==> src/rtl/crc32_stream_pkg.sv <==
// crc_pkg: shared FSM state type, IEEE CRC-32 constants and the reflected per-byte CRC update.
package crc_pkg;

    typedef enum logic [1:0] {S_WAIT, S_CALC, S_OUT} state_t;

    localparam logic [31:0] CRC32_POLY_REFL = 32'hEDB88320;
    localparam logic [31:0] CRC32_INIT      = 32'hFFFFFFFF;
    localparam logic [31:0] CRC32_XOROUT    = 32'hFFFFFFFF;

    // LSb-first: bit 0 of the byte enters the register first.
    function automatic logic [31:0] crc32_byte(input logic [31:0] crc, input logic [7:0] b, input logic [31:0] poly);
        logic [31:0] c;
        c = crc;
        for (int i = 0; i < 8; i++)
            c = (c[0] ^ b[i]) ? ((c >> 1) ^ poly) : (c >> 1);
        return c;
    endfunction

endpackage

==> src/rtl/crc32_stream_if.sv <==
// crc32_stream_if: input beat and result handshakes of the streaming CRC-32 engine.
interface crc32_stream_if #(
    parameter int BEAT_BYTES = 8,
    parameter int LEN_W      = 16
);
    localparam int NB_W = $clog2(BEAT_BYTES + 1);

    logic                    in_valid;
    logic                    in_ready;
    logic [8*BEAT_BYTES-1:0] in_data;
    logic                    in_last;
    logic [NB_W-1:0]         in_nbytes;
    logic                    check_en;
    logic [31:0]             exp_crc;
    logic                    out_valid;
    logic                    out_ready;
    logic [31:0]             out_crc;
    logic [LEN_W-1:0]        out_len;
    logic                    out_match;

    modport master (
        output in_valid, in_data, in_last, in_nbytes, check_en, exp_crc, out_ready,
        input  in_ready, out_valid, out_crc, out_len, out_match
    );

    modport slave (
        input  in_valid, in_data, in_last, in_nbytes, check_en, exp_crc, out_ready,
        output in_ready, out_valid, out_crc, out_len, out_match
    );

endinterface

==> src/rtl/crc32_stream_slice.sv <==
// crc32_slice: combinational fold of N bytes (MSB lane first); en_i gates the partial tail.
module crc32_slice
    import crc_pkg::*;
#(
    parameter int          N    = 1,
    parameter logic [31:0] POLY = CRC32_POLY_REFL
) (
    input  logic [31:0]    crc_i,
    input  logic [8*N-1:0] data_i,
    input  logic [N-1:0]   en_i,
    output logic [31:0]    crc_o
);

    logic [31:0] c [0:N];

    assign c[0] = crc_i;

    for (genvar g = 0; g < N; g++) begin : g_byte
        assign c[g+1] = en_i[g] ? crc32_byte(c[g], data_i[8*(N-g)-1 -: 8], POLY) : c[g];
    end

    assign crc_o = c[N];

endmodule

==> src/rtl/crc32_stream.sv <==
// crc32_stream: streaming CRC-32 over valid/ready beats, folding BYTES_PER_CYC bytes per clock,
// reporting CRC, saturating byte length and an optional match against an expected CRC.
module crc32_stream
    import crc_pkg::*;
#(
    parameter int          BEAT_BYTES    = 8,
    parameter int          BYTES_PER_CYC = 1,
    parameter logic [31:0] POLY          = CRC32_POLY_REFL,
    parameter logic [31:0] INIT          = CRC32_INIT,
    parameter logic [31:0] XOROUT        = CRC32_XOROUT,
    parameter int          LEN_W         = 16
) (
    input  logic           clk,
    input  logic           rst_n,
    crc32_stream_if.slave  bus
);

    localparam int NB_W = $clog2(BEAT_BYTES + 1);
    localparam int DW   = 8 * BEAT_BYTES;

    if (BEAT_BYTES % BYTES_PER_CYC != 0) begin : g_bad_cfg
        $error("BYTES_PER_CYC must divide BEAT_BYTES");
    end

    state_t                 state_q, state_d;
    logic [31:0]            crc_q, crc_d, crc_fold;
    logic [LEN_W-1:0]       len_q, len_d, len_sat;
    logic                   first_q, first_d;
    logic [DW-1:0]          beat_q, beat_d;
    logic [NB_W-1:0]        rem_q, rem_d, k, eff_nb;
    logic                   last_q, last_d;
    logic                   check_en_q, check_en_d;
    logic [31:0]            exp_crc_q, exp_crc_d;
    logic [31:0]            out_crc_q, out_crc_d;
    logic [LEN_W-1:0]       out_len_q, out_len_d;
    logic                   out_match_q, out_match_d;
    logic [BYTES_PER_CYC-1:0] en;
    logic [LEN_W:0]         len_sum;

    assign eff_nb  = (bus.in_nbytes == '0 || bus.in_nbytes > NB_W'(BEAT_BYTES)) ? NB_W'(BEAT_BYTES) : bus.in_nbytes;
    assign k       = (rem_q < NB_W'(BYTES_PER_CYC)) ? rem_q : NB_W'(BYTES_PER_CYC);
    assign len_sum = {1'b0, len_q} + (LEN_W+1)'(k);
    assign len_sat = len_sum[LEN_W] ? '1 : len_sum[LEN_W-1:0];

    for (genvar g = 0; g < BYTES_PER_CYC; g++) begin : g_en
        assign en[g] = NB_W'(g) < k;
    end

    crc32_slice #(.N(BYTES_PER_CYC), .POLY(POLY)) u_slice (
        .crc_i  (crc_q),
        .data_i (beat_q[DW-1 -: 8*BYTES_PER_CYC]),
        .en_i   (en),
        .crc_o  (crc_fold)
    );

    always_comb begin
        state_d     = state_q;
        crc_d       = crc_q;
        len_d       = len_q;
        first_d     = first_q;
        beat_d      = beat_q;
        rem_d       = rem_q;
        last_d      = last_q;
        check_en_d  = check_en_q;
        exp_crc_d   = exp_crc_q;
        out_crc_d   = out_crc_q;
        out_len_d   = out_len_q;
        out_match_d = out_match_q;
        case (state_q)
            S_WAIT: if (bus.in_valid) begin
                beat_d     = bus.in_data;
                rem_d      = bus.in_last ? eff_nb : NB_W'(BEAT_BYTES);
                last_d     = bus.in_last;
                check_en_d = first_q ? bus.check_en : check_en_q;
                exp_crc_d  = bus.in_last ? bus.exp_crc : exp_crc_q;
                first_d    = 1'b0;
                state_d    = S_CALC;
            end
            S_CALC: begin
                crc_d  = crc_fold;
                len_d  = len_sat;
                beat_d = beat_q << (8 * k);
                rem_d  = rem_q - k;
                if (rem_q == k) begin
                    state_d = last_q ? S_OUT : S_WAIT;
                    if (last_q) begin
                        out_crc_d   = crc_fold ^ XOROUT;
                        out_len_d   = len_sat;
                        out_match_d = check_en_q && ((crc_fold ^ XOROUT) == exp_crc_q);
                    end
                end
            end
            S_OUT: if (bus.out_ready) begin
                crc_d   = INIT;
                len_d   = '0;
                first_d = 1'b1;
                state_d = S_WAIT;
            end
            default: state_d = S_WAIT;
        endcase
    end

    always_ff @(posedge clk or negedge rst_n) begin
        if (!rst_n) begin
            state_q     <= S_WAIT;
            crc_q       <= INIT;
            len_q       <= '0;
            first_q     <= 1'b1;
            beat_q      <= '0;
            rem_q       <= '0;
            last_q      <= 1'b0;
            check_en_q  <= 1'b0;
            exp_crc_q   <= '0;
            out_crc_q   <= '0;
            out_len_q   <= '0;
            out_match_q <= 1'b0;
        end else begin
            state_q     <= state_d;
            crc_q       <= crc_d;
            len_q       <= len_d;
            first_q     <= first_d;
            beat_q      <= beat_d;
            rem_q       <= rem_d;
            last_q      <= last_d;
            check_en_q  <= check_en_d;
            exp_crc_q   <= exp_crc_d;
            out_crc_q   <= out_crc_d;
            out_len_q   <= out_len_d;
            out_match_q <= out_match_d;
        end
    end

    assign bus.in_ready  = (state_q == S_WAIT);
    assign bus.out_valid = (state_q == S_OUT);
    assign bus.out_crc   = out_crc_q;
    assign bus.out_len   = out_len_q;
    assign bus.out_match = out_match_q;

endmodule

==> src/flat_wrapper.sv <==
// flat-port wrapper written by rule: the top's interface ports become plain ports
module crc32_stream_flat import crc_pkg::*;
#(
    parameter int          BEAT_BYTES    = 8,
    parameter int          BYTES_PER_CYC = 1,
    parameter logic [31:0] POLY          = CRC32_POLY_REFL,
    parameter logic [31:0] INIT          = CRC32_INIT,
    parameter logic [31:0] XOROUT        = CRC32_XOROUT,
    parameter int          LEN_W         = 16
)
  (clk, rst_n, bus_in_valid, bus_in_data, bus_in_last, bus_in_nbytes, bus_check_en, bus_exp_crc, bus_out_ready, bus_in_ready, bus_out_valid, bus_out_crc, bus_out_len, bus_out_match);
  crc32_stream_if #(.BEAT_BYTES(BEAT_BYTES), .LEN_W(LEN_W)) bus_i ();
  input  logic clk;
  input  logic rst_n;
  input wire logic [$bits(bus_i.in_valid)-1:0] bus_in_valid;
  input wire logic [$bits(bus_i.in_data)-1:0] bus_in_data;
  input wire logic [$bits(bus_i.in_last)-1:0] bus_in_last;
  input wire logic [$bits(bus_i.in_nbytes)-1:0] bus_in_nbytes;
  input wire logic [$bits(bus_i.check_en)-1:0] bus_check_en;
  input wire logic [$bits(bus_i.exp_crc)-1:0] bus_exp_crc;
  input wire logic [$bits(bus_i.out_ready)-1:0] bus_out_ready;
  output wire logic [$bits(bus_i.in_ready)-1:0] bus_in_ready;
  output wire logic [$bits(bus_i.out_valid)-1:0] bus_out_valid;
  output wire logic [$bits(bus_i.out_crc)-1:0] bus_out_crc;
  output wire logic [$bits(bus_i.out_len)-1:0] bus_out_len;
  output wire logic [$bits(bus_i.out_match)-1:0] bus_out_match;
  assign bus_i.in_valid = bus_in_valid;
  assign bus_i.in_data = bus_in_data;
  assign bus_i.in_last = bus_in_last;
  assign bus_i.in_nbytes = bus_in_nbytes;
  assign bus_i.check_en = bus_check_en;
  assign bus_i.exp_crc = bus_exp_crc;
  assign bus_i.out_ready = bus_out_ready;
  assign bus_in_ready = bus_i.in_ready;
  assign bus_out_valid = bus_i.out_valid;
  assign bus_out_crc = bus_i.out_crc;
  assign bus_out_len = bus_i.out_len;
  assign bus_out_match = bus_i.out_match;
  crc32_stream #(.BEAT_BYTES(BEAT_BYTES), .BYTES_PER_CYC(BYTES_PER_CYC), .POLY(POLY), .INIT(INIT), .XOROUT(XOROUT), .LEN_W(LEN_W)) u_core (.clk(clk), .rst_n(rst_n), .bus(bus_i));
endmodule
==> config.mk <==
export PLATFORM = sky130hd
export DESIGN_NAME = crc32_stream_flat
export DESIGN_NICKNAME = d
export VERILOG_FILES = /design/src/rtl/crc32_stream_pkg.sv /design/src/rtl/crc32_stream_if.sv /design/src/rtl/crc32_stream_slice.sv /design/src/rtl/crc32_stream.sv /design/src/flat_wrapper.sv
export SDC_FILE = /design/constraint.sdc
export NUM_CORES = 1
export LEC_CHECK = 0
export BUFFER_PORTS_ARGS = -buffer_cell sky130_fd_sc_hd__buf_2
export CAP_MARGIN = 40
export CORE_ASPECT_RATIO = 0.7
export CORE_MARGIN = 2
export CORE_UTILIZATION = 52
export DETAILED_ROUTE_END_ITERATION = 8
export PLACE_DENSITY_LB_ADDON = 0.2
export SLEW_MARGIN = 0
export SYNTH_ARGS = -nofsm -noshare
export SYNTH_HDL_FRONTEND = slang
export SYNTH_SLANG_ARGS = --single-unit
==> constraint.sdc <==
create_clock -name clk -period 4.1 [get_ports clk]
set_input_delay 0.82 -clock clk [delete_from_list [all_inputs] [get_ports clk]]
set_output_delay 0.82 -clock clk [all_outputs]
set_load 0.02 [all_outputs]
# --- Word-level counts from Yosys, hierarchy flattened ---
# Cells that the tools add are included.
totals:
  ff_bits: 202
  in_bits: 106
  output_inout_bits: 51
  elab_cells: 86
classes:
  addsub: 2
  magnitude_cmp: 3
  n_eq_ne: 7
  shifts: 1
  muxes: 29
  bitwise: 17
  n_reduce_logical: 15
op_table:
  columns: ["op", "count"]
  rows:
  - ["$mux W32", 10]
  - ["$pmux W64 S2", 1]
  - ["$not A13 Y14", 8]
  - ["$mux W64", 1]
  - ["$pmux W32 S2", 1]
  - ["$shl A64 B7 Y64", 1]
  - ["$eq A32 B32 Y1", 1]
  - ["$mux W16", 2]
  - ["$not A32 Y32", 1]
  - ["$pmux W16 S2", 1]
  - ["$add A16 B4 Y17", 1]
  - ["$mux W4", 4]
  - ["$reduce_and A3 Y1", 5]
  - ["$mux W2", 4]
  - ["$pmux W4 S2", 1]
  - ["$xor A1 B1 Y1", 8]
  - ["$pmux W2 S3", 1]
  - ["$reduce_and A2 Y1", 3]
  - ["$reduce_bool A2 Y1", 3]
  - ["$eq A4 B4 Y1", 1]
  - ["$gt A4 B4 Y1 const B", 1]
  - ["$logic_not A4 Y1", 1]
  - ["$lt A1 B4 Y1 const A", 1]
  - ["$lt A4 B1 Y1 const B", 1]
  - ["10 further kinds", 12]

# --- Depth between registers and ports, before layout ---
# Gate-level depths: netlist of the first run.
depth:
  ltp_word: 20
  ltp_mapped: 17

# --- By module ---
# Synthesis of the first run repeated with hierarchy kept, for this count alone.
hier_totals:
  cells_unflattened: 962
  area_unflattened_um2: 10110.9
modules_own_cells:
  columns: ["mod", "instances", "cells_per_inst", "area_per_inst_um2", "seq_area_each_um2"]
  rows:
  - ["crc32_stream", 1, 849, 8763.4, 5096.1]
  - ["crc32_slice", 1, 113, 1347.5, 0.0]

# --- Least setup slack after synthesis of the first run ---
# Ideal clock, no wire load.
synth_timing:
  kind: "register to register"
  from: "reg u_core.rem_q[0]"
  to: "reg u_core.out_match_q, in the netlist u_core.bus.out_match"
  t_arrival_ps: 4215
  required_time_ps: 4008
  slack_ps: -207
  path_stages_with_launch: 17
  path_buffers: 4
  period_less_slack_ps: 4307
  path_cell_list: "dfrtp_1 > nor4_2 > inv_2 > buf_1 > clkbuf_1 > clkbuf_1 > nand2b_1 > ha_1 > nor3b_1 > and3_1 > clkbuf_1 > o211ai_1 > a311oi_1 > o211ai_1 > or4_1 > or4_1 > o31ai_2"
synth_between:
  elab_chain_cells: 7
synth_lines:
  columns: ["element", "line", "source"]
  rows:
  - ["start: declaration", "crc32_stream.sv:30", "logic [NB_W-1:0] rem_q, rem_d, k, eff_nb;"]
  - ["start signal: assignment", "crc32_stream.sv:123", "rem_q <= rem_d;"]
  - ["$lt A4 B1 Y1", "crc32_stream.sv:41", "assign k = (rem_q < NB_W'(BYTES_PER_CYC)) ? rem_q : NB_W'(BYTES_PER_CYC);"]
  - ["$mux W4", "crc32_stream.sv:41", null]
  - ["$lt A1 B4 Y1", "crc32_stream.sv:46", "assign en[g] = NB_W'(g) < k;"]
  - ["$mux W32", "crc32_stream_slice.sv:19", "assign c[g+1] = en_i[g] ? crc32_byte(c[g], data_i[8*(N-g)-1 -: 8], POLY) : c[g];"]
  - ["$not A32 Y32 (no source line)", null, null]
  - ["$eq A32 B32 Y1", "crc32_stream.sv:89", "out_match_d = check_en_q && ((crc_fold ^ XOROUT) == exp_crc_q);"]
  - ["$logic_and A1 B1 Y1", "crc32_stream.sv:89", null]
  - ["end signal: assignment", "crc32_stream.sv:129", "out_match_q <= out_match_d;"]
  - ["end: declaration", "crc32_stream.sv:36", "logic out_match_q, out_match_d;"]
# Several ways; a longest one is shown, not always the timed one.
# A chain may end at the register's enable or synchronous reset.

# --- Worst setup path in the final report of the first run ---
layout_timing:
  from: "reg u_core.rem_q[1]"
  to: "reg u_core.out_match_q, in the netlist u_core.bus.out_match"
# The elaborated chain is that of the path after synthesis.

==> flow_summary_export.csv, run 1 <==
group,metric,value,unit
run_status,status,"completed",
finish,n_fill_cell,1669,
logic_synthesis,yosysTopAreaCell,"dfrtp_1",
placed_design,port_buffers,156,
finish,syn_to_final_growth,17.8,%
drt,ant_nets,0,
setup_path,criticalPathCategory,"flop to flop",
finish,multi_input_area,4810,um^2
setup_path,path_cells,"nor4_4, inv_2, nand2b_1, ha_1, nor3b_1, and3_1, o211ai_1, a311oi_1, o211ai_1, or4_1, or4_1, o31ai_2",
logic_synthesis,syn_area,10200,um^2
clock_network,numCtsBuffers,21,
setup_path,crit_arrival,4.15,ns
setup_path,worst_ep_required_time,4.51,ns
setup_path,r2r-start,"u_core.rem_q[1]",
drt,drc_errors,0,
logic_synthesis,netlist_top_cells_area,"dfrtp_1 42%, dfstp_2 8.5%, nand2_1 5.8%, xnor2_1 5.3%, nor2_1 4.6%",
logic_synthesis,yosysWarnings,0,
setup_path,r2r_cells,12,
floorplan,die_x,171,um
sta,setup_viol,0,
logic_synthesis,ys.flop_type,"dfrtp_1",
drt,drt-total-wl,27.4,mm
setup_path,r2r_end,"u_core.bus.out_match",
clock_network,cts_tree,"done",
setup_path,critPathMaxFanout,5,
logic_synthesis,ys_ff_latch,202,
finish,n_antenna_cell,0,
min_path,hp-class,"primary input to asynchronous set/reset pin",
clock_network,cts_resized,0,
setup_path,end_kind,"flop",
grt,first_global_vias,7889,
drt,first_pass_iters,5,
sta,final.setup_skew,0.00614,ns
floorplan,row_count,42,
clock_network,clkTransAtPathRegs,0.07,ns
clock_network,post-cts-setup-buffers,0,
setup_path,critPathTopFamily,"simple AND/OR/NAND/NOR gates",
finish,fin_nets,1291,
placed_design,dp_hpwl,19.4,mm
finish,drive_gt1_share,24.8,%
sta,hold_viol_final,0,
setup_path,worst-path-buf-inv,1,
logic_synthesis,synth_top_area_share,41.6,%
grt,grt_pass1_wl,43.6,mm
setup_path,slowest_stage,"or4_1",
run,maxCapViolCount,0,
sta,relSlewSlack,41.8,%
sta,tns,0,ns
finish,regArea,5100,um^2
sta,worstMarginPinSlew,0.873,ns
grt,globalRouteOverflowTotal,0,
sta,period_share,91.3,%
drt,routedWlPerCell,18.8,um
logic_synthesis,synthCells,1034,
setup_path,startpoint_type,"flop",
grt,antenna_found_initial,0,
grt,grt_max_degree,106,
logic_synthesis,syn_avg_cell_area,9.84,um^2
setup_path,slowest_delay,0.53,ns
floorplan,ios,157,
drt,via_count,8248,
placed_design,gp_congestion,0.933,
clock_network,cts_buffer_depth,3,
grt,grt_usage,27.2,%
clock_network,cts_sinks,202,
sta,rsz0062_at_grt,"false",
logic_synthesis,synth_edf_count,0,
floorplan,start_util,53.5,%
floorplan,fp.dieH,121,um
clock_network,cts_root_buf,"clkbuf_16",
clock_network,holdBufCountCts,0,
clock_network,cts-htree-levels,1,
drt,viasPerCell,5.66,
logic_synthesis,ys_types,61,
floorplan,core-area,19000,um^2
clock_network,clkLatencyLatePin,0.50,ns
sta,min_period,3.74,ns
logic_synthesis,synthArstFlopShare,100,%
setup_path,r2r_slack,0.36,ns
sta,fmax,267,MHz
logic_synthesis,ys_seq_area_share,50.1,%
floorplan,die_area,20700,um^2
sta,finalMaxSlewViolations,0,
drt,drtIter0Drc,704,
## cell usage after synthesis, types with 7 or more instances
cell,instances
o22ai_1,46
nor2_1,125
nor3_1,8
nand2_1,156
a21oi_1,29
o211ai_1,25
mux2_2,28
mux2i_1,9
dfrtp_1,169
xnor3_1,10
nand3_1,27
dfstp_2,33
xnor2_1,62
a22oi_1,17
a31oi_1,12
xor2_1,26
and3_1,14
clkbuf_1,55
o21ai_0,73
nand2b_1,7
inv_1,14
## cell usage in the layout, fill, tap and decap left out, types with 13 or more instances in the layout
master,Yosys,routed
a22oi_1,17,17
buf_4,0,22
dfstp_2,33,33
and3_1,14,13
inv_1,14,14
o21ai_0,73,73
o22ai_1,46,46
o211ai_1,25,25
nor2_1,125,125
mux2_2,28,28
buf_2,0,155
xnor2_1,62,62
clkbuf_16,0,21
xor2_1,26,26
dfrtp_1,169,169
nand3_1,27,26
a21oi_1,29,29
nand2_1,156,154
## how the worst max path moves through the flow
stage	start	end	slack, ns	depth (start not counted)
final	u_core.rem_q[1]	u_core.bus.out_match	0.36	12
after global routing	u_core.rem_q[1]	u_core.bus.out_match	0.04	12
after CTS	u_core.rem_q[1]	u_core.bus.out_match	0.37	12
after detailed placement	u_core.rem_q[1]	u_core.bus.out_match	0.42	12
after global placement	u_core.rem_q[1]	u_core.bus.out_match	0.60	12
after floorplan	u_core.rem_q[1]	u_core.bus.out_match	0.03	16
## per-layer routing
layer / routed length (um) / track usage [%] / vias up / part of all wire [%]
met3: 2090 / 4.47 / 36 / 7.6
met2: 12000 / 40.6 / 306 / 44
met4: 459 / 4.66 / 0 / 1.7
met1: 12900 / 42.2 / 4022 / 47
met5: 0 / 0 / - / 0
li1: - / - / 3884 / -
## area by class of cell
cell class              instances  share of cell area, %
clock buffers                  28                   4.85
inverters                      15                  0.470
well taps                     264                   2.76
clock inverters                10                  0.699
flip-flops and latches        202                   42.5
repair buffers                181                   8.59
multi-input cells             757                   40.1
## flip-flops by register name, indices dropped and copies added, names as in the netlist
| register | cells |
|---|---|
| u_core.beat_q | 64 |
| u_core.bus.out_crc | 32 |
| u_core.bus.out_len | 16 |
| u_core.bus.out_match | 1 |
| u_core.check_en_q | 1 |
| u_core.crc_q | 32 |
| u_core.exp_crc_q | 32 |
| u_core.first_q | 1 |
| u_core.last_q | 1 |
| u_core.len_q | 16 |
| u_core.rem_q | 4 |
| u_core.state_q | 2 |
## logic make-up after synthesis
logic type      Yosys count  synth area share (%)
mux                      37                  3.98
fa+ha+maj                 7                 0.935
buf+inv                  77                  2.91
compound gates          238                  14.8
simple gates            361                  15.0
other cells               2                0.0738
flops                   202                  50.1
xor+xnor                110                  12.2
## worst register-to-register path, cell delays in order (launching register included)
cell	delay [ns]
dfrtp_1	0.44
nor4_4	0.31
inv_2	0.08
nand2b_1	0.11
ha_1	0.15
nor3b_1	0.34
and3_1	0.28
o211ai_1	0.12
a311oi_1	0.38
o211ai_1	0.13
or4_1	0.53
or4_1	0.53
o31ai_2	0.25
## metrics by stage
step | hold WS, ns | cell area (um^2) | util, % | cells | setup slack (ns)
finish | 0.111 | 12000 | 63.0 | 1457 | 0.357
global route | 0.102 | 12000 | 63.0 | 1457 | 0.0370
CTS | 0.101 | 12000 | 63.0 | 1457 | 0.374
detailed placement | 0.452 | 11300 | 59.5 | 1419 | 0.418
global placement | 0.449 | 11300 | 59.2 | 1416 | 0.603
floorplan | 0.439 | 10200 | - | 1036 | 0.0254
Power of run 1 is left out: the tool's default activity adds up to more than one toggle a clock period on the data nets, which glitch-free logic cannot reach.
==> run 2, diff against run 1 <==
--- a/config.mk
+++ b/config.mk
@@ -15,4 +15,5 @@
 export SLEW_MARGIN = 0
 export SYNTH_ARGS = -nofsm -noshare
 export SYNTH_HDL_FRONTEND = slang
+export SYNTH_HIERARCHICAL = 1
 export SYNTH_SLANG_ARGS = --single-unit
==> flow_summary_export.csv, run 2 <==
group,metric,value,unit
run_status,status,"completed",
setup_path,criticalPathCategory,"flop to flop",
logic_synthesis,muxShareOfSynthArea,6.63,%
drt,drtIter0Drc,669,
clock_network,cts_resized,0,
logic_synthesis,netlist_top_cells_area,"dfrtp_1 42%, dfstp_2 8.6%, xnor2_1 6.1%, nand2_1 4.7%, nor2_1 4.3%",
drt,drt-total-wl,24.5,mm
min_path,hp-class,"primary input to asynchronous set/reset pin",
logic_synthesis,synth_xor_area_share,13.6,%
floorplan,ios,157,
logic_synthesis,yosysTopAreaCell,"dfrtp_1",
floorplan,die_area,20600,um^2
setup_path,end_kind,"flop",
finish,layout_commonest_cell,"dfrtp_1",
clock_network,cts_tree,"done",
sta,rsz0062_at_grt,"false",
drt,ant_nets,0,
setup_path,crit_arrival,3.60,ns
setup_path,slowest_delay,0.55,ns
logic_synthesis,synthCells,962,
logic_synthesis,ys.flop_type,"dfrtp_1",
finish,fin_nets,1200,
sta,setup_viol,0,
logic_synthesis,syn_avg_cell_area,10.5,um^2
sta,final.setup_skew,0.0133,ns
logic_synthesis,syn_area,10100,um^2
grt,grt_usage,24.8,%
logic_synthesis,synth_top_family_by_area,"simple AND/OR/NAND/NOR gates",
floorplan,start_util,53.3,%
logic_synthesis,yosysMostFrequentCell,"dfrtp_1",
setup_path,slowest_stage,"xor3_1",
sta,period_share,77.8,%
clock_network,clkTransAtPathRegs,0.07,ns
floorplan,fp.dieH,121,um
drt,viasPerCell,5.52,
logic_synthesis,ys_seq_area_share,50.4,%
sta,finalMaxSlewViolations,0,
logic_synthesis,ys_types,54,
sta,tns,0,ns
logic_synthesis,yosysWarnings,6,
clock_network,numCtsBuffers,20,
finish,final_cell_mix,"169 x dfrtp_1, 155 x buf_2, 125 x nand2_1",
clock_network,holdBufCountCts,0,
finish,max_flop_register,"u_core/beat_q",
finish,syn_to_final_growth,16.7,%
setup_path,startpoint_type,"flop",
sta,worstMarginPinSlew,0.881,ns
grt,globalRouteOverflowTotal,0,
drt,via_count,7557,
logic_synthesis,synth_fa_ha_area_share,0.619,%
logic_synthesis,ys_ff_latch,202,
grt,grt_pass1_wl,39.9,mm
placed_design,dp_hpwl,17.1,mm
sta,fmax,314,MHz
sta,min_period,3.19,ns
logic_synthesis,synth_nets,1073,
drt,routedWlPerCell,17.9,um
run,maxCapViolCount,0,
setup_path,path_cells,"xnor2_4, xor2_4, xor3_1, a21oi_1, xnor2_1, nor4_1, nand4_1, o31ai_1",
floorplan,die_x,171,um
logic_synthesis,synthArstFlopShare,100,%
setup_path,critPathTopFamily,"XOR/XNOR gates",
clock_network,cts_root_buf,"clkbuf_16",
logic_synthesis,synth_top_area_share,41.8,%
floorplan,row_count,42,
clock_network,clkLatencyLatePin,0.50,ns
setup_path,worst-path-buf-inv,0,
logic_synthesis,synth_common_cells,"169 x dfrtp_1, 126 x nand2_1, 115 x nor2_1",
logic_synthesis,synth_edf_count,0,
grt,grt_max_degree,87,
setup_path,critPathMaxFanout,9,
drt,drc_errors,0,
placed_design,gp_congestion,0.885,
grt,antenna_found_initial,2,
sta,hold_viol_final,0,
logic_synthesis,synth_compound_area_share,10.3,%
clock_network,cts-htree-levels,1,
grt,first_global_vias,7349,
finish,largest_register_ffs,64,
clock_network,cts_buffer_depth,3,
logic_synthesis,synthSimpleGateAreaFrac,15.4,%
placed_design,port_buffers,156,
floorplan,core-area,19000,um^2
clock_network,post-cts-setup-buffers,0,
sta,relSlewSlack,41.0,%
setup_path,worst_ep_required_time,4.51,ns
finish,drive_gt1_share,25.3,%
drt,first_pass_iters,4,
clock_network,cts_sinks,202,
## run 2: worst register-to-register path, delay by kind of cell, from the launching register on
kind                      cells  cell delay (ns)
and+or+nand+nor               2             0.52
AOI/OAI and AO/OA             2             0.55
DFF                           1             0.44
xor gates and xnor gates      4             1.60
## run 2: worst paths after layout
path                                              from  cells past startpoint                      to  slack, ns
worst min-delay path                             rst_n                      1  u_core/bus.out_len[10]       0.36
min in group clk                u_core/bus.out_len[13]                      2  u_core/bus.out_len[13]       0.46
worst max-delay path                 u_core/beat_q[56]                      8    u_core/bus.out_match       0.91
worst max register to register       u_core/beat_q[56]                      8    u_core/bus.out_match       0.91
max in group asynchronous                        rst_n                      2       u_core/beat_q[21]       2.82
worst min register to register  u_core/bus.out_len[13]                      2  u_core/bus.out_len[13]       0.46
## run 2: final cells by class
| class | instances | area, um^2 |
|---|---|---|
| multi-input combinational | 687 | 4740 |
| timing repair buffer | 170 | 922 |
| fill | 1567 | 7180 |
| clock inverter | 8 | 90.1 |
| inverter | 8 | 30.0 |
| antenna | 1 | 2.50 |
| sequential | 202 | 5100 |
| tap | 264 | 330 |
| clock buffer | 28 | 582 |
## run 2: logic make-up after synthesis
group / count (synthesis)
flip-flops: 202
XOR/XNOR: 113
AO/OA/AOI/OAI: 161
other: 1
AND/OR/NAND/NOR: 347
buffers and inverters: 73
multiplexers: 60
adder cells (fa/ha/maj): 5
## run 2: layer usage
metal / wire [um] / track usage, %
met1: 12500 / 40.0
met2: 9820 / 33.6
met3: 1820 / 5.47
met4: 429 / 5.72
met5: 13 / 0
## run 2: stage by stage
stage                     util, %  instance area (um^2)  setup slack, ns  cells  hold slack [ns]
after floorplan                 -                 10100             1.48    962            0.439
after global placement       58.5                 11100             1.01   1329            0.447
after detailed placement     58.6                 11100             1.00   1331            0.451
after CTS                    62.2                 11800            0.971   1367            0.383
after global routing         62.2                 11800            0.803   1368            0.407
final                        62.2                 11800            0.912   1368            0.356
Power of run 2 is left out for the same reason.
==> run 3, diff against run 2 <==
==> constraint.sdc (replaced) <==
create_clock -name clk -period 2.8 [get_ports clk]
set_input_delay 0.56 -clock clk [delete_from_list [all_inputs] [get_ports clk]]
set_output_delay 0.56 -clock clk [all_outputs]
set_load 0.02 [all_outputs]
==> flow_summary_export.csv, run 3 (synthesis gave the netlist of run 2 again) <==
group,metric,value,unit
sta,setup_viol,0,
finish,multi_input_area,4840,um^2
placed_design,dp.cells,1365,
sta,period_share,99.0,%
floorplan,die_x,171,um
run,maxCapViolCount,0,
setup_path,r2r_cells,8,
setup_path,r2r-start,"u_core/crc_q[5]",
setup_path,end_kind,"flop",
clock_network,cts_buffer_depth,3,
clock_network,cts_root_buf,"clkbuf_16",
floorplan,start_util,53.3,%
sta,worstMarginPinSlew,0.847,ns
setup_path,criticalPathCategory,"flop to flop",
placed_design,post-place-ws,-0.0556,ns
finish,largest_register_ffs,64,
grt,grt_usage,26.3,%
grt,first_global_vias,7637,
min_path,hp-class,"primary input to asynchronous set/reset pin",
drt,drtIter0Drc,611,
setup_path,startpoint,"u_core/crc_q[5]",
floorplan,ios,157,
clock_network,cts-htree-levels,1,
sta,min_period,2.77,ns
floorplan,row_count,42,
finish,regArea,5100,um^2
drt,drc_errors,0,
setup_path,crit_path_end,"u_core/bus.out_match",
grt,antenna_found_initial,1,
finish,n_fill_cell,1550,
clock_network,numCtsBuffers,20,
floorplan,core-area,19000,um^2
grt,grt_max_degree,79,
drt,routedWlPerCell,18.6,um
sta,finalMaxSlewViolations,0,
grt,globalRouteOverflowTotal,0,
setup_path,r2r_slack,0.03,ns
finish,max_flop_register,"u_core/beat_q",
floorplan,die_area,20600,um^2
clock_network,clkLatencyLatePin,0.51,ns
sta,fmax,361,MHz
sta,holdWs,0.0564,ns
clock_network,cts_tree,"done",
finish,drive_gt1_share,29.0,%
drt,drt-total-wl,26.3,mm
finish,final_cells,1412,
sta,relSlewSlack,43.3,%
sta,worst_slack,0.0285,ns
placed_design,gp_congestion,0.899,
run_status,status,"completed",
sta,hold_viol_final,0,
setup_path,startpoint_type,"flop",
finish,final_cell_mix,"169 x dfrtp_1, 155 x buf_2, 126 x nand2_1",
clock_network,clkTransAtPathRegs,0.06,ns
placed_design,dp_hpwl,18.6,mm
setup_path,r2r_end,"u_core/bus.out_match",
placed_design,port_buffers,156,
setup_path,critPathMaxFanout,4,
grt,grt_pass1_wl,42.3,mm
sta,final.setup_skew,0.0233,ns
drt,first_pass_iters,5,
drt,via_count,7819,
drt,ant_nets,0,
setup_path,crit_arrival,3.16,ns
finish,syn_to_final_growth,21.2,%
clock_network,holdBufCountCts,0,
finish,fin_nets,1245,
drt,viasPerCell,5.54,
finish,layout_commonest_cell,"dfrtp_1",
setup_path,worst_ep_required_time,3.19,ns
sta,rsz0062_at_grt,"true",
finish,n_antenna_cell,0,
clock_network,cts_sinks,202,
floorplan,fp.dieH,121,um
run 3: cell types whose count changed in the layout (fill, tap and decap cells not counted), sizes merged:
cell and change:
buf +45, clkinv -2, clkinvlp +2, bufinv -1
clkbuf +1, diode -1
run 3: worst min-delay path by stage:
stage | startpoint | end | cells past startpoint
after floorplan | rst_n | u_core/beat_q[0] | 0
after global placement | u_core/first_q | u_core/first_q | 2
after detailed placement | u_core/first_q | u_core/first_q | 2
after CTS | rst_n | u_core/len_q[0] | 1
after global routing | rst_n | u_core/len_q[0] | 1
final | rst_n | u_core/bus.out_len[11] | 1
run 3: stage by stage:
stage               setup TNS (ns)  instance area (um^2)  util, %
floorplan                        0                 10100        -
global placement                 0                 11400     60.0
detailed placement         -0.0556                 11400     60.1
CTS                              0                 12100     63.7
global route               -0.0767                 12300     64.6
finish                           0                 12300     64.6
run 3: critical path: stages, from the launching register on:
cell,delay [ns]
dfstp_2,0.63
xor2_2,0.21
xnor3_2,0.49
xnor3_1,0.35
mux2_2,0.31
xnor2_1,0.14
nor3_2,0.18
nand3_1,0.13
o31ai_1,0.21
run 3: final cells by class:
class                      count  share of cell area, %
clock buffer                  29                   4.77
clock inverter                 7                  0.623
inverter                       8                  0.245
multi-input combinational    687                   39.5
sequential                   202                   41.6
tap                          264                   2.70
timing repair buffer         215                   10.6
run 3: repair_timing:
item / CTS / global route
buffers inserted: 0 / 11
resized for setup: 3 / 13
setup endpoints to repair: 1 / 2
pin swaps: 1 / 7
run 3: per-layer routing:
| metal | vias to the layer above | share of wire (%) | wire length [um] | global-route usage, % |
|---|---|---|---|---|
| li1 | 3708 | - | - | - |
| met1 | 3847 | 50 | 13100 | 43.0 |
| met2 | 244 | 42 | 11100 | 36.2 |
| met3 | 18 | 7.3 | 1910 | 5.89 |
| met4 | 2 | 0.77 | 202 | 3.37 |
| met5 | - | 0.050 | 13 | 0 |
Power of run 3 is left out for the same reason.
